`src/rtl/build_info_axil_if.sv`:
```
// AXI4-Lite bus bundle for the build-info register block.
// The master modport drives requests; the slave modport returns responses.
// Widths follow ADDR_W; the data path is fixed at 32 bits.
interface build_info_axil_if #(
  parameter int ADDR_W = 4
);
  logic [ADDR_W-1:0] s_axi_araddr;
  logic              s_axi_arvalid;
  logic              s_axi_arready;
  logic [31:0]       s_axi_rdata;
  logic [1:0]        s_axi_rresp;
  logic              s_axi_rvalid;
  logic              s_axi_rready;
  logic [ADDR_W-1:0] s_axi_awaddr;
  logic              s_axi_awvalid;
  logic              s_axi_awready;
  logic [31:0]       s_axi_wdata;
  logic [3:0]        s_axi_wstrb;
  logic              s_axi_wvalid;
  logic              s_axi_wready;
  logic [1:0]        s_axi_bresp;
  logic              s_axi_bvalid;
  logic              s_axi_bready;

  modport slave (
    input  s_axi_araddr, s_axi_arvalid, s_axi_rready,
    input  s_axi_awaddr, s_axi_awvalid, s_axi_wdata, s_axi_wstrb, s_axi_wvalid, s_axi_bready,
    output s_axi_arready, s_axi_rdata, s_axi_rresp, s_axi_rvalid,
    output s_axi_awready, s_axi_wready, s_axi_bresp, s_axi_bvalid
  );

  modport master (
    output s_axi_araddr, s_axi_arvalid, s_axi_rready,
    output s_axi_awaddr, s_axi_awvalid, s_axi_wdata, s_axi_wstrb, s_axi_wvalid, s_axi_bready,
    input  s_axi_arready, s_axi_rdata, s_axi_rresp, s_axi_rvalid,
    input  s_axi_awready, s_axi_wready, s_axi_bresp, s_axi_bvalid
  );
endinterface

```
`src/rtl/build_info_axil.sv`:
```
// Read-only AXI4-Lite slave exposing build version, USR_ACCESS word and capture status.
// Latency: rvalid one cycle after AR handshake; bvalid one cycle after the last AW/W beat.
// Backpressure: one outstanding read and one outstanding write; ready drops until R/B is taken.
module build_info_axil #(
  parameter int          ADDR_W      = 4,
  parameter int          SYNC_STAGES = 2,
  parameter logic [7:0]  BLOCK_ID    = 8'hB1
) (
  input  logic                 clk,
  input  logic                 rst,
  input  logic [63:0]          version_i,
  input  logic                 usr_access_datavalid_i,
  input  logic [31:0]          usr_access_data_i,
  build_info_axil_if.slave     axi
);

  localparam logic [1:0] RESP_OKAY   = 2'b00;
  localparam logic [1:0] RESP_SLVERR = 2'b10;

  typedef enum logic {R_IDLE, R_RESP} r_state_t;
  typedef enum logic [1:0] {W_IDLE, W_WAIT_W, W_WAIT_AW, W_RESP} w_state_t;

  // ---------------------------------------------------------------
  // DATAVALID resynchronisation and rising-edge detect
  // ---------------------------------------------------------------
  logic [SYNC_STAGES-1:0] sync_q;
  logic                   edge_q;
  logic                   cap_rise;

  // Shift DATAVALID through the synchroniser, then keep one delayed copy for edge detect.
  always_ff @(posedge clk or posedge rst) begin
    if (rst) begin
      sync_q <= '0;
      edge_q <= 1'b0;
    end else begin
      sync_q <= {sync_q[SYNC_STAGES-2:0], usr_access_datavalid_i};
      edge_q <= sync_q[SYNC_STAGES-1];
    end
  end

  assign cap_rise = sync_q[SYNC_STAGES-1] & ~edge_q;

  // ---------------------------------------------------------------
  // Capture registers
  // ---------------------------------------------------------------
  logic [31:0] usr_data_q;
  logic        captured_q;
  logic [7:0]  cap_count_q;
  logic [31:0] status_w;

  // Load the USR_ACCESS word on each synced rising edge; the count saturates instead of wrapping.
  always_ff @(posedge clk or posedge rst) begin
    if (rst) begin
      usr_data_q  <= '0;
      captured_q  <= 1'b0;
      cap_count_q <= '0;
    end else if (cap_rise) begin
      usr_data_q <= usr_access_data_i;
      captured_q <= 1'b1;
      if (cap_count_q != 8'hFF) begin
        cap_count_q <= cap_count_q + 8'd1;
      end
    end
  end

  assign status_w = {BLOCK_ID, 8'h00, cap_count_q, 7'h00, captured_q};

  // ---------------------------------------------------------------
  // Read channel
  // ---------------------------------------------------------------
  r_state_t    r_state_q, r_state_d;
  logic [31:0] rdata_q, rdata_d;
  logic [1:0]  rresp_q, rresp_d;
  logic [31:0] snap_q, snap_d;
  logic        arready;
  logic        rvalid;
  logic        addr_oor;

  // Any address bit above the 16-byte window makes the access an error.
  assign addr_oor = (axi.s_axi_araddr >> 4) != '0;

  // Read state and response registers.
  always_ff @(posedge clk or posedge rst) begin
    if (rst) begin
      r_state_q <= R_IDLE;
      rdata_q   <= '0;
      rresp_q   <= RESP_OKAY;
      snap_q    <= '0;
    end else begin
      r_state_q <= r_state_d;
      rdata_q   <= rdata_d;
      rresp_q   <= rresp_d;
      snap_q    <= snap_d;
    end
  end

  // Read next-state: decode on AR handshake, hold response until rready.
  // Register values are sampled pre-capture, so a simultaneous capture shows up on the next read.
  always_comb begin
    r_state_d = r_state_q;
    rdata_d   = rdata_q;
    rresp_d   = rresp_q;
    snap_d    = snap_q;
    arready   = 1'b0;
    rvalid    = 1'b0;
    case (r_state_q)
      R_IDLE: begin
        arready = 1'b1;
        if (axi.s_axi_arvalid) begin
          r_state_d = R_RESP;
          if (addr_oor) begin
            rdata_d = '0;
            rresp_d = RESP_SLVERR;
          end else begin
            rresp_d = RESP_OKAY;
            case (axi.s_axi_araddr[3:2])
              2'd0: begin
                rdata_d = version_i[31:0];
                snap_d  = version_i[63:32];
              end
              2'd1:    rdata_d = snap_q;
              2'd2:    rdata_d = usr_data_q;
              default: rdata_d = status_w;
            endcase
          end
        end
      end
      R_RESP: begin
        rvalid = 1'b1;
        if (axi.s_axi_rready) begin
          r_state_d = R_IDLE;
        end
      end
      default: r_state_d = R_IDLE;
    endcase
  end

  assign axi.s_axi_arready = arready;
  assign axi.s_axi_rvalid  = rvalid;
  assign axi.s_axi_rdata   = rdata_q;
  assign axi.s_axi_rresp   = rresp_q;

  // ---------------------------------------------------------------
  // Write channel: accepts and discards, always answers SLVERR
  // ---------------------------------------------------------------
  w_state_t w_state_q, w_state_d;
  logic     awready;
  logic     wready;
  logic     bvalid;
  logic     unused_wr;

  // Write address/data/strobe are never stored.
  assign unused_wr = ^{axi.s_axi_awaddr, axi.s_axi_wdata, axi.s_axi_wstrb};

  // Write state register.
  always_ff @(posedge clk or posedge rst) begin
    if (rst) begin
      w_state_q <= W_IDLE;
    end else begin
      w_state_q <= w_state_d;
    end
  end

  // Write next-state: collect AW and W in either order, then issue one B response.
  always_comb begin
    w_state_d = w_state_q;
    awready   = 1'b0;
    wready    = 1'b0;
    bvalid    = 1'b0;
    case (w_state_q)
      W_IDLE: begin
        awready = 1'b1;
        wready  = 1'b1;
        if (axi.s_axi_awvalid && axi.s_axi_wvalid) begin
          w_state_d = W_RESP;
        end else if (axi.s_axi_awvalid) begin
          w_state_d = W_WAIT_W;
        end else if (axi.s_axi_wvalid) begin
          w_state_d = W_WAIT_AW;
        end
      end
      W_WAIT_W: begin
        wready = 1'b1;
        if (axi.s_axi_wvalid) begin
          w_state_d = W_RESP;
        end
      end
      W_WAIT_AW: begin
        awready = 1'b1;
        if (axi.s_axi_awvalid) begin
          w_state_d = W_RESP;
        end
      end
      W_RESP: begin
        bvalid = 1'b1;
        if (axi.s_axi_bready) begin
          w_state_d = W_IDLE;
        end
      end
      default: w_state_d = W_IDLE;
    endcase
  end

  assign axi.s_axi_awready = awready;
  assign axi.s_axi_wready  = wready;
  assign axi.s_axi_bvalid  = bvalid;
  assign axi.s_axi_bresp   = bvalid ? RESP_SLVERR : RESP_OKAY;

endmodule

```
`src/flat_wrapper.sv`:
```
// flat-port wrapper written by rule: the top's interface ports become plain ports
module build_info_axil_flat 
#(
  parameter int          ADDR_W      = 4,
  parameter int          SYNC_STAGES = 2,
  parameter logic [7:0]  BLOCK_ID    = 8'hB1
)
  (clk, rst, version_i, usr_access_datavalid_i, usr_access_data_i, axi_s_axi_araddr, axi_s_axi_arvalid, axi_s_axi_rready, axi_s_axi_awaddr, axi_s_axi_awvalid, axi_s_axi_wdata, axi_s_axi_wstrb, axi_s_axi_wvalid, axi_s_axi_bready, axi_s_axi_arready, axi_s_axi_rdata, axi_s_axi_rresp, axi_s_axi_rvalid, axi_s_axi_awready, axi_s_axi_wready, axi_s_axi_bresp, axi_s_axi_bvalid);
  build_info_axil_if #(.ADDR_W(ADDR_W)) axi_i ();
  input  logic clk;
  input  logic rst;
  input  logic [63:0] version_i;
  input  logic usr_access_datavalid_i;
  input  logic [31:0] usr_access_data_i;
  input wire logic [$bits(axi_i.s_axi_araddr)-1:0] axi_s_axi_araddr;
  input wire logic [$bits(axi_i.s_axi_arvalid)-1:0] axi_s_axi_arvalid;
  input wire logic [$bits(axi_i.s_axi_rready)-1:0] axi_s_axi_rready;
  input wire logic [$bits(axi_i.s_axi_awaddr)-1:0] axi_s_axi_awaddr;
  input wire logic [$bits(axi_i.s_axi_awvalid)-1:0] axi_s_axi_awvalid;
  input wire logic [$bits(axi_i.s_axi_wdata)-1:0] axi_s_axi_wdata;
  input wire logic [$bits(axi_i.s_axi_wstrb)-1:0] axi_s_axi_wstrb;
  input wire logic [$bits(axi_i.s_axi_wvalid)-1:0] axi_s_axi_wvalid;
  input wire logic [$bits(axi_i.s_axi_bready)-1:0] axi_s_axi_bready;
  output wire logic [$bits(axi_i.s_axi_arready)-1:0] axi_s_axi_arready;
  output wire logic [$bits(axi_i.s_axi_rdata)-1:0] axi_s_axi_rdata;
  output wire logic [$bits(axi_i.s_axi_rresp)-1:0] axi_s_axi_rresp;
  output wire logic [$bits(axi_i.s_axi_rvalid)-1:0] axi_s_axi_rvalid;
  output wire logic [$bits(axi_i.s_axi_awready)-1:0] axi_s_axi_awready;
  output wire logic [$bits(axi_i.s_axi_wready)-1:0] axi_s_axi_wready;
  output wire logic [$bits(axi_i.s_axi_bresp)-1:0] axi_s_axi_bresp;
  output wire logic [$bits(axi_i.s_axi_bvalid)-1:0] axi_s_axi_bvalid;
  assign axi_i.s_axi_araddr = axi_s_axi_araddr;
  assign axi_i.s_axi_arvalid = axi_s_axi_arvalid;
  assign axi_i.s_axi_rready = axi_s_axi_rready;
  assign axi_i.s_axi_awaddr = axi_s_axi_awaddr;
  assign axi_i.s_axi_awvalid = axi_s_axi_awvalid;
  assign axi_i.s_axi_wdata = axi_s_axi_wdata;
  assign axi_i.s_axi_wstrb = axi_s_axi_wstrb;
  assign axi_i.s_axi_wvalid = axi_s_axi_wvalid;
  assign axi_i.s_axi_bready = axi_s_axi_bready;
  assign axi_s_axi_arready = axi_i.s_axi_arready;
  assign axi_s_axi_rdata = axi_i.s_axi_rdata;
  assign axi_s_axi_rresp = axi_i.s_axi_rresp;
  assign axi_s_axi_rvalid = axi_i.s_axi_rvalid;
  assign axi_s_axi_awready = axi_i.s_axi_awready;
  assign axi_s_axi_wready = axi_i.s_axi_wready;
  assign axi_s_axi_bresp = axi_i.s_axi_bresp;
  assign axi_s_axi_bvalid = axi_i.s_axi_bvalid;
  build_info_axil #(.ADDR_W(ADDR_W), .SYNC_STAGES(SYNC_STAGES), .BLOCK_ID(BLOCK_ID)) u_core (.clk(clk), .rst(rst), .version_i(version_i), .usr_access_datavalid_i(usr_access_datavalid_i), .usr_access_data_i(usr_access_data_i), .axi(axi_i));
endmodule
```
`config.mk`:
```
export PLATFORM = sky130hd
export DESIGN_NAME = build_info_axil_flat
export DESIGN_NICKNAME = d
export VERILOG_FILES = /design/src/rtl/build_info_axil_if.sv /design/src/rtl/build_info_axil.sv /design/src/flat_wrapper.sv
export SDC_FILE = /design/constraint.sdc
export NUM_CORES = 1
export LEC_CHECK = 0
export BUFFER_PORTS_ARGS = -buffer_cell sky130_fd_sc_hd__buf_4
export CAP_MARGIN = 10
export CORE_MARGIN = 2
export CORE_UTILIZATION = 32
export DETAILED_ROUTE_END_ITERATION = 12
export PLACE_DENSITY = 0.6
export RECOVER_POWER = 100
export SETUP_SLACK_MARGIN = 0.15
export SYNTH_ARGS = -nofsm -noshare
export SYNTH_HDL_FRONTEND = slang
export SYNTH_SLANG_ARGS = --single-unit
export TNS_END_PERCENT = 100
```
`constraint.sdc`:
```
create_clock -name clk -period 4.2 [get_ports clk]
set_input_delay 0.84 -clock clk [delete_from_list [all_inputs] [get_ports clk]]
set_output_delay 0.84 -clock clk [all_outputs]
set_load 0.005 [all_outputs]
```
==> reports/qor.csv, run 1 <==
metric;value;unit
die_area;16560;um^2
drv_cap;1;
dieWidth;128.7;um
synth.distinct_cells;31;
cts_resized;0;
ios;189;
postLayoutCellArea;6469;um^2
cts_tree;yes;
synthFlopType;dfrtp_1;
synth_area_per_cell;12.99;um^2
cts_inserted_buffers;9;
grt_max_degree;64;
netlist_area;4975;um^2
drt_iter0_drc;102;
fin_tns_setup;0;ps
use_met2;25.12;%
critPathLaunchType;primary input;
violations;max-capacitance violations, max-slew violations;
drcViolationCount;0;
syn_to_final_growth;30.03;%
first_global_vias;3583;
required;4430;ps
drive_gt1_share;47.23;%
synth_area_leaders;dfrtp_1 (56%), mux2_2 (18%), mux2i_1 (4.2%), mux4_2 (4.1%), o21ai_0 (2.5%);
rsz0062_at_grt;false;
post_cts_buffers;0;
peakVddDrop;193.4;uV
clk_path_buf_depth;2;
hold_violations;0;
portBuffers;143;
diodes;0;
critPathCaptureType;register;
post-place-cells;695;
die_h;128.7;um
p_leak;0.002978;uW
grt_pass1_wl;18.77;mm
cp_max_fo;35;
grt_use_met3;2.370;%
yosys-top-cells-count;dfrtp_1 (111), mux2_2 (78), nand2_1 (26);
routed_via_density;4.837;
grt_usage;14.79;%
grt-busiest-layer;met2;
met1_usage;18.82;%
grt-ovfl-total;0;
synth_edf_count;0;
hold_class;register to register;
ys_ff_latch;111;
pre_cts_ws;1575;ps
clock-root-buffer;clkbuf_16;
yosys.area.top_type_share;55.84;%
total_power;3245;uW
wire_per_inst;16.64;um
cts.sinks;111;
dr_total_vias;3439;
ys_seq_area_share;55.84;%
routed_wl;11.83;mm
fmax;0.3500;GHz
synth_top_area_cell;dfrtp_1;
clk_pin_slew;70;ps
fin_cells;711;
insertion_delay;350;ps
post-route-period-util;68.02;%
grt_antenna_before_repair;0;
htree_levels;3;
rows;45;
dpl-instance-area;6183;um^2
ant_nets;0;
async_flop_share;100.0;%
pwr_density_cell;501.6;nW/um^2
tightest_slew;2433;ps
path_class;primary input to register;
setup_viol;0;
slew_viol_final;64;
setup_slack;1343;ps
arrival;3090;ps
maxSlewHeadroom;-62.41;%
initial_core_util;32.72;%
fin_nets;672;
yosysWarnings;0;
period_needed;2857;ps
synth_most_common_cell;dfrtp_1;
skew;7.571;ps
hpwlAfterDp;8.252;mm
drt_pass1_iterations;4;
synthCells;383;
ctsHoldBuffers;0;
gp_congestion;0.7748;
core;15200;um^2
status;finished, violations left;
==> flip-flops by register name, indices dropped and copies added (netlist names) <==
register / count
u_core.axi.s_axi_rdata: 32
u_core.cap_count_q: 8
u_core.captured_q: 1
u_core.edge_q: 1
u_core.r_state_q: 1
u_core.snap_q: 32
u_core.sync_q: 2
u_core.usr_data_q: 32
u_core.w_state_q: 2
==> layer usage <==
| layer | vias up | wire length, um |
|---|---|---|
| met1 | 1715 | 5096 |
| li1 | 1609 | - |
| met2 | 100 | 5997 |
| met4 | 0 | 244 |
| met5 | - | 0 |
| met3 | 15 | 493 |
==> cell usage in the layout (no fill, tap or decap), drive strengths merged, types with 6 or more instances in the layout <==
cell    count
dfrtp     111
buf       107
mux2       80
clkbuf     53
o21ai      26
nand2      26
a21oi      23
mux2i      21
nor2       20
mux4        9
inv         6
ha          6
==> kinds of logic after synthesis <==
kind of cell | synth area share (%)
flops | 55.83
mux | 26.41
simple gates | 5.282
compound gates | 6.237
buf+inv | 3.949
fa+ha+maj | 1.509
xor+xnor | 0.7042
other cells | 0.07538
==> final cells by class <==
type                       count  area, um^2
timing repair buffer         149        1090
clock inverter                 5       106.4
multi-input combinational    241        2004
sequential                   111        2778
tap                          188       235.2
clock buffer                  11       232.7
fill                        1442        8733
inverter                       6       22.52
==> per-stage QoR <==
| step | utilization [%] | hold slack (ps) |
|---|---|---|
| floorplan | - | 331.2 |
| global placement | 40.67 | 341.3 |
| detailed placement | 40.67 | 335.6 |
| CTS | 42.91 | 351.3 |
| global route | 42.55 | 368.1 |
| finish | 42.55 | 351.4 |
==> worst paths after layout <==
kind,start,slack [ps],cells after the start,to
worst min-delay path,u_core.sync_q[0]$_DFF_PP0_,350,0,u_core.sync_q[1]$_DFF_PP0_
max in group asynchronous,rst,1430,3,u_core.axi.s_axi_rdata[9]$_DFFE_PP0P_
worst max register to register,u_core.edge_q$_DFF_PP0_,1830,3,u_core.usr_data_q[1]$_DFFE_PP0P_
worst min register to register,u_core.sync_q[0]$_DFF_PP0_,350,0,u_core.sync_q[1]$_DFF_PP0_
min in group asynchronous,rst,1340,2,u_core.axi.s_axi_rdata[13]$_DFFE_PP0P_
worst max-delay path,axi_s_axi_araddr[3],1340,4,u_core.snap_q[1]$_DFFE_PP0P_
==> critical path, cell delays in order <==
cell      delay (ps)
clkbuf_2         670
nor3_1           470
clkbuf_1         680
mux2_2           410
==> power by group <==
part           switching [uW]  internal, uW  leakage [uW]
registers                 160          1330       0.00134
logic                     313           470       0.00148
clock network             385           585      0.000160
total                     858          2390       0.00298
(Power assumes the default switching activity.)
==> run 2, diff against run 1 <==
--- a/config.mk
+++ b/config.mk
@@ -10,7 +10,7 @@
 export CORE_MARGIN = 2
 export CORE_UTILIZATION = 32
 export DETAILED_ROUTE_END_ITERATION = 12
-export PLACE_DENSITY = 0.6
+export PLACE_DENSITY = 0.62
 export RECOVER_POWER = 100
 export SETUP_SLACK_MARGIN = 0.15
 export SYNTH_ARGS = -nofsm -noshare
==> constraint.sdc (replaced) <==
create_clock -name clk -period 2.4 [get_ports clk]
set_input_delay 0.48 -clock clk [delete_from_list [all_inputs] [get_ports clk]]
set_output_delay 0.48 -clock clk [all_outputs]
set_load 0.005 [all_outputs]
==> run 2 against run 1 <==
Effect of this change:
- the flow still finishes with violations (max-capacitance violations, max-slew violations)
- combinational power is 76% higher
- sequential share of layout area is 0.13 points lower
- worst setup slack worse by 950 ps
- sequential cell count stayed put
- global-route usage is 0.75 points higher
- routed wire length is 3.9% higher
- cell count is 0.42% higher
- critical path depth stayed put
- clock skew is 1.0 ps lower
- non-clock buffer count is 3 higher
- highest routed layer unchanged
==> reports/qor.csv, run 2 (same netlist as run 1, synthesis figures left out) <==
metric;value;unit
status;finished, violations left;
violations;max-capacitance violations, max-slew violations;
grt_antenna_before_repair;0;
routed_wl;12.29;mm
crit_chain;buf_4 > nor3_1 > clkbuf_1 > mux2_2;
drv_cap;1;
critPathMaxStageDelay;720;ps
grt_pass1_wl;19.58;mm
skew;6.556;ps
rr_worst_depth;5;
dieWidth;128.7;um
hold_violations;0;
peakVddDrop;568.0;uV
drt_iter0_drc;82;
cts_resized;0;
post-route-period-util;83.45;%
total_power;5638;uW
slew_viol_final;34;
post_cts_buffers;0;
p_leak;0.002980;uW
routed_via_density;4.860;
fin_cells;714;
required;2640;ps
cts_tree;yes;
dr_total_vias;3470;
cp_max_fo;35;
grt_usage;15.54;%
clk_path_buf_depth;2;
syn_to_final_growth;30.43;%
ctsHoldBuffers;0;
drt_pass1_iterations;4;
critPathLaunchType;primary input;
portBuffers;143;
mostFrequentLayoutCells;dfrtp_1 (111), buf_4 (104), mux2_2 (78);
fmax;0.4993;GHz
fin_nets;675;
die_area;16560;um^2
arrival;2240;ps
dpl-instance-area;6245;um^2
period_needed;2003;ps
fin_tns_setup;0;ps
drcViolationCount;0;
tightest_slew;1571;ps
crit_slowest_cell;clkbuf_1;
maxSlewHeadroom;-5.311;%
core;15200;um^2
cts.sinks;111;
setup_viol;0;
rows;45;
postLayoutCellArea;6489;um^2
drive_gt1_share;47.72;%
critPathCaptureType;register;
pwr_density_cell;868.9;nW/um^2
post-place-cells;698;
grt-ovfl-total;0;
layout_commonest_cell;dfrtp_1;
initial_core_util;32.72;%
clock-root-buffer;clkbuf_16;
gp_congestion;0.7592;
grt_max_degree;57;
hpwlAfterDp;8.613;mm
ios;189;
rsz0062_at_grt;false;
ant_nets;0;
die_h;128.7;um
diodes;0;
insertion_delay;350;ps
first_global_vias;3833;
cts_inserted_buffers;9;
clk_pin_slew;70;ps
holdPathStages;1;
path_class;primary input to register;
hold_class;primary input to register;
htree_levels;3;
wire_per_inst;17.21;um
[run 2: final timing paths]
path	from	endpoint	slack, ps
min	usr_access_datavalid_i	u_core.sync_q[0]$_DFF_PP0_	250
min in group asynchronous	rst	u_core.sync_q[0]$_DFF_PP0_	500
max reg2reg	u_core.r_state_q$_DFF_PP0_	u_core.snap_q[9]$_DFFE_PP0P_	420
max	axi_s_axi_araddr[3]	u_core.snap_q[9]$_DFFE_PP0P_	400
max in group asynchronous	rst	u_core.usr_data_q[9]$_DFFE_PP0P_	580
min reg2reg	u_core.sync_q[0]$_DFF_PP0_	u_core.sync_q[1]$_DFF_PP0_	370
[run 2: final cells by class]
| class | instances | area (um^2) |
|---|---|---|
| Fill cell | 1439 | 8713 |
| Multi-Input combinational cell | 241 | 2009 |
| Clock inverter | 6 | 92.59 |
| Sequential cell | 111 | 2778 |
| Clock buffer | 10 | 239.0 |
| Inverter | 6 | 23.77 |
| Timing Repair Buffer | 152 | 1111 |
| Tap cell | 188 | 235.2 |
[run 2: metrics by stage]
stage	hold slack [ps]	util, %	setup WS (ps)
after floorplan	331.2	-	576.5
after global placement	341.1	41.08	287.4
after detailed placement	352.4	41.08	277.6
after CTS	216.0	43.26	403.9
after global routing	228.3	42.68	215.0
final	253.8	42.68	397.1
[run 2: per-layer routing]
| layer | part of all wire, % | vias to the layer above | global-route usage (%) | wire length [um] |
|---|---|---|---|---|
| met5 | 0 | - | 0 | 0 |
| met4 | 1.3 | 0 | 3.772 | 161 |
| met3 | 4.5 | 10 | 4.366 | 553 |
| met2 | 52 | 94 | 28.63 | 6447 |
| met1 | 42 | 1752 | 17.82 | 5124 |
| li1 | - | 1614 | - | - |
[run 2: critical path: cells and delay by family]
family | cells | cell delay [ps]
mux | 1 | 420
simple gates | 1 | 300
buf+inv | 2 | 1030
[run 2: power by group]
part,internal (uW),total (uW),switching (uW)
Clock,949,1650,698
Sequential,2330,2610,279
Combinational,828,1380,555
Total,4110,5640,1530
==> run 3, diff against run 2 <==
==> constraint.sdc (replaced) <==
create_clock -name clk -period 1.8 [get_ports clk]
set_input_delay 0.36 -clock clk [delete_from_list [all_inputs] [get_ports clk]]
set_output_delay 0.36 -clock clk [all_outputs]
set_load 0.005 [all_outputs]
==> run 3 against run 2 <==
Effect of this change:
- the flow now finishes without violations
- sequential power rose by 34%
- total power rose by 38%
- die area did not move
- non-clock buffer count rose by 9
- register-to-register slack got worse by 290 ps
- critical path depth did not move
- cell count rose by 1.3%
- clock power rose by 33%
- sequential share of layout area fell by 0.94 points
- core utilization rose by 0.98 points
- design area rose by 2.3%
- critical path type is now register to primary output
- highest routed layer unchanged
==> reports/qor.csv, run 3 (same netlist as run 1, synthesis figures left out) <==
metric;value;unit
core;15200;um^2
crit_chain;inv_4 > ha_4 > or2_4 > buf_6;
drive_gt1_share;50.28;%
ant_nets;0;
skew;7.072;ps
maxSlewHeadroom;11.08;%
r2r_start;u_core.r_state_q$_DFF_PP0_;
grt_antenna_before_repair;0;
ctsHoldBuffers;0;
die_area;16560;um^2
crit_slowest_cell;dfrtp_2;
hold_class;primary input to register;
cp_max_fo;3;
pwr_density_cell;1169;nW/um^2
drt_pass1_iterations;4;
routed_wl;12.36;mm
fin_cells;723;
r2r_end;u_core.snap_q[26]$_DFFE_PP0P_;
status;complete, no violations;
hold_violations;0;
p_leak;0.003039;uW
cp_top_family;flip-flops;
grt_pass1_wl;19.38;mm
portBuffers;143;
drcViolationCount;0;
initial_core_util;32.72;%
peakVddDrop;505.7;uV
gp_congestion;0.7902;
post-place-cells;702;
wire_per_inst;17.09;um
fin_tns_setup;0;ps
grt-ovfl-total;0;
grt_max_degree;59;
cts.sinks;111;
hpwlAfterDp;8.917;mm
slew_viol_final;0;
critPathCaptureType;primary output;
path_class;register to primary output;
post-route-period-util;95.96;%
critPathLaunchType;register;
dr_total_vias;3485;
total_power;7757;uW
required;1440;ps
tightest_slew;1334;ps
routed_via_density;4.820;
fin_nets;684;
clk_path_buf_depth;2;
mostFrequentLayoutCells;buf_4 (110), dfrtp_1 (110), mux2_2 (78);
htree_levels;3;
insertion_delay;350;ps
fin_hold_ws;137.9;ps
min_to;u_core.sync_q[0]$_DFF_PP0_;
dieWidth;128.7;um
arrival;1370;ps
rsz0062_at_grt;true;
fin_util;43.66;%
holdPathStages;1;
rows;45;
cts_inserted_buffers;9;
grt_usage;15.34;%
fmax;0.5789;GHz
num-fill-cells;1435;
ios;189;
drt_iter0_drc;72;
diodes;0;
clock-root-buffer;clkbuf_16;
reg2reg_setup_slack;130;ps
min_from;usr_access_datavalid_i;
die_h;128.7;um
setup_viol;0;
cts_tree;yes;
period_needed;1727;ps
first_global_vias;3824;
clk_pin_slew;70;ps
critical_path_buf_inv_count;2;
critPathMaxStageDelay;430;ps
syn_to_final_growth;33.43;%
drv_cap;0;
rr_worst_depth;5;
[run 3: cell count changes in the layout (fill, tap and decap cells not counted), sizes merged]
cell	before	now
inv	6	7
clkinvlp	3	1
clkinv	1	2
clkbuf	57	55
buf	105	116
[run 3: how the worst max path moves through the flow]
stage                                                from                                     end  cells after the start
after global routing      u_core.w_state_q[1]$_DFFE_PP0P_                        axi_s_axi_wready                      4
final                     u_core.w_state_q[1]$_DFFE_PP0P_                        axi_s_axi_wready                      4
after CTS                 u_core.w_state_q[1]$_DFFE_PP0P_                        axi_s_axi_wready                      4
after global placement                axi_s_axi_araddr[2]   u_core.axi.s_axi_rdata[5]$_DFFE_PP0P_                      4
after floorplan                                       rst   u_core.axi.s_axi_rdata[0]$_DFFE_PP0P_                      1
after detailed placement              axi_s_axi_araddr[2]  u_core.axi.s_axi_rdata[18]$_DFFE_PP0P_                      4
[run 3: repair_timing]
action,CTS,global route
pin swaps,3,4
resized for setup,12,9
setup endpoints to repair,2,6
setup buffers,5,0
endpoints found under the hold margin,0,0
[run 3: cell type report]
cell class	count	area (um^2)	area share, %
Timing Repair Buffer	161	1204	18.13
Sequential cell	111	2779	41.87
Multi-Input combinational cell	241	2063	31.08
Clock inverter	6	91.34	1.376
Clock buffer	10	239.0	3.600
Tap cell	188	235.2	3.544
Inverter	6	26.28	0.3959
[run 3: metrics by stage]
step	instance area, um^2	setup WS [ps]
floorplan	4986	96.54
CTS	6718	26.34
detailed placement	6300	-74.55
global placement	6300	-24.24
global route	6638	24.45
finish	6638	72.66
[run 3: worst register-to-register path, delay by kind of cell (launching register included)]
| family | cells | cell delay, ps |
|---|---|---|
| buffers and inverters | 2 | 490 |
| flip-flops | 1 | 390 |
| multiplexers | 1 | 390 |
| AND/OR/NAND/NOR | 2 | 300 |
[run 3: power breakdown]
group	internal [uW]	leakage [uW]	switching [uW]	total (uW)
Combinational	1250	0.00154	818	2070
Sequential	3110	0.00134	389	3500
Clock	1270	0.000163	919	2190
[run 3: metal layers]
metal	track usage [%]	up-vias	routed length [um]
met5	0	-	0
met4	5.179	0	232
li1	-	1637	-
met3	3.035	17	505
met1	17.95	1745	5049
met2	28.10	86	6569
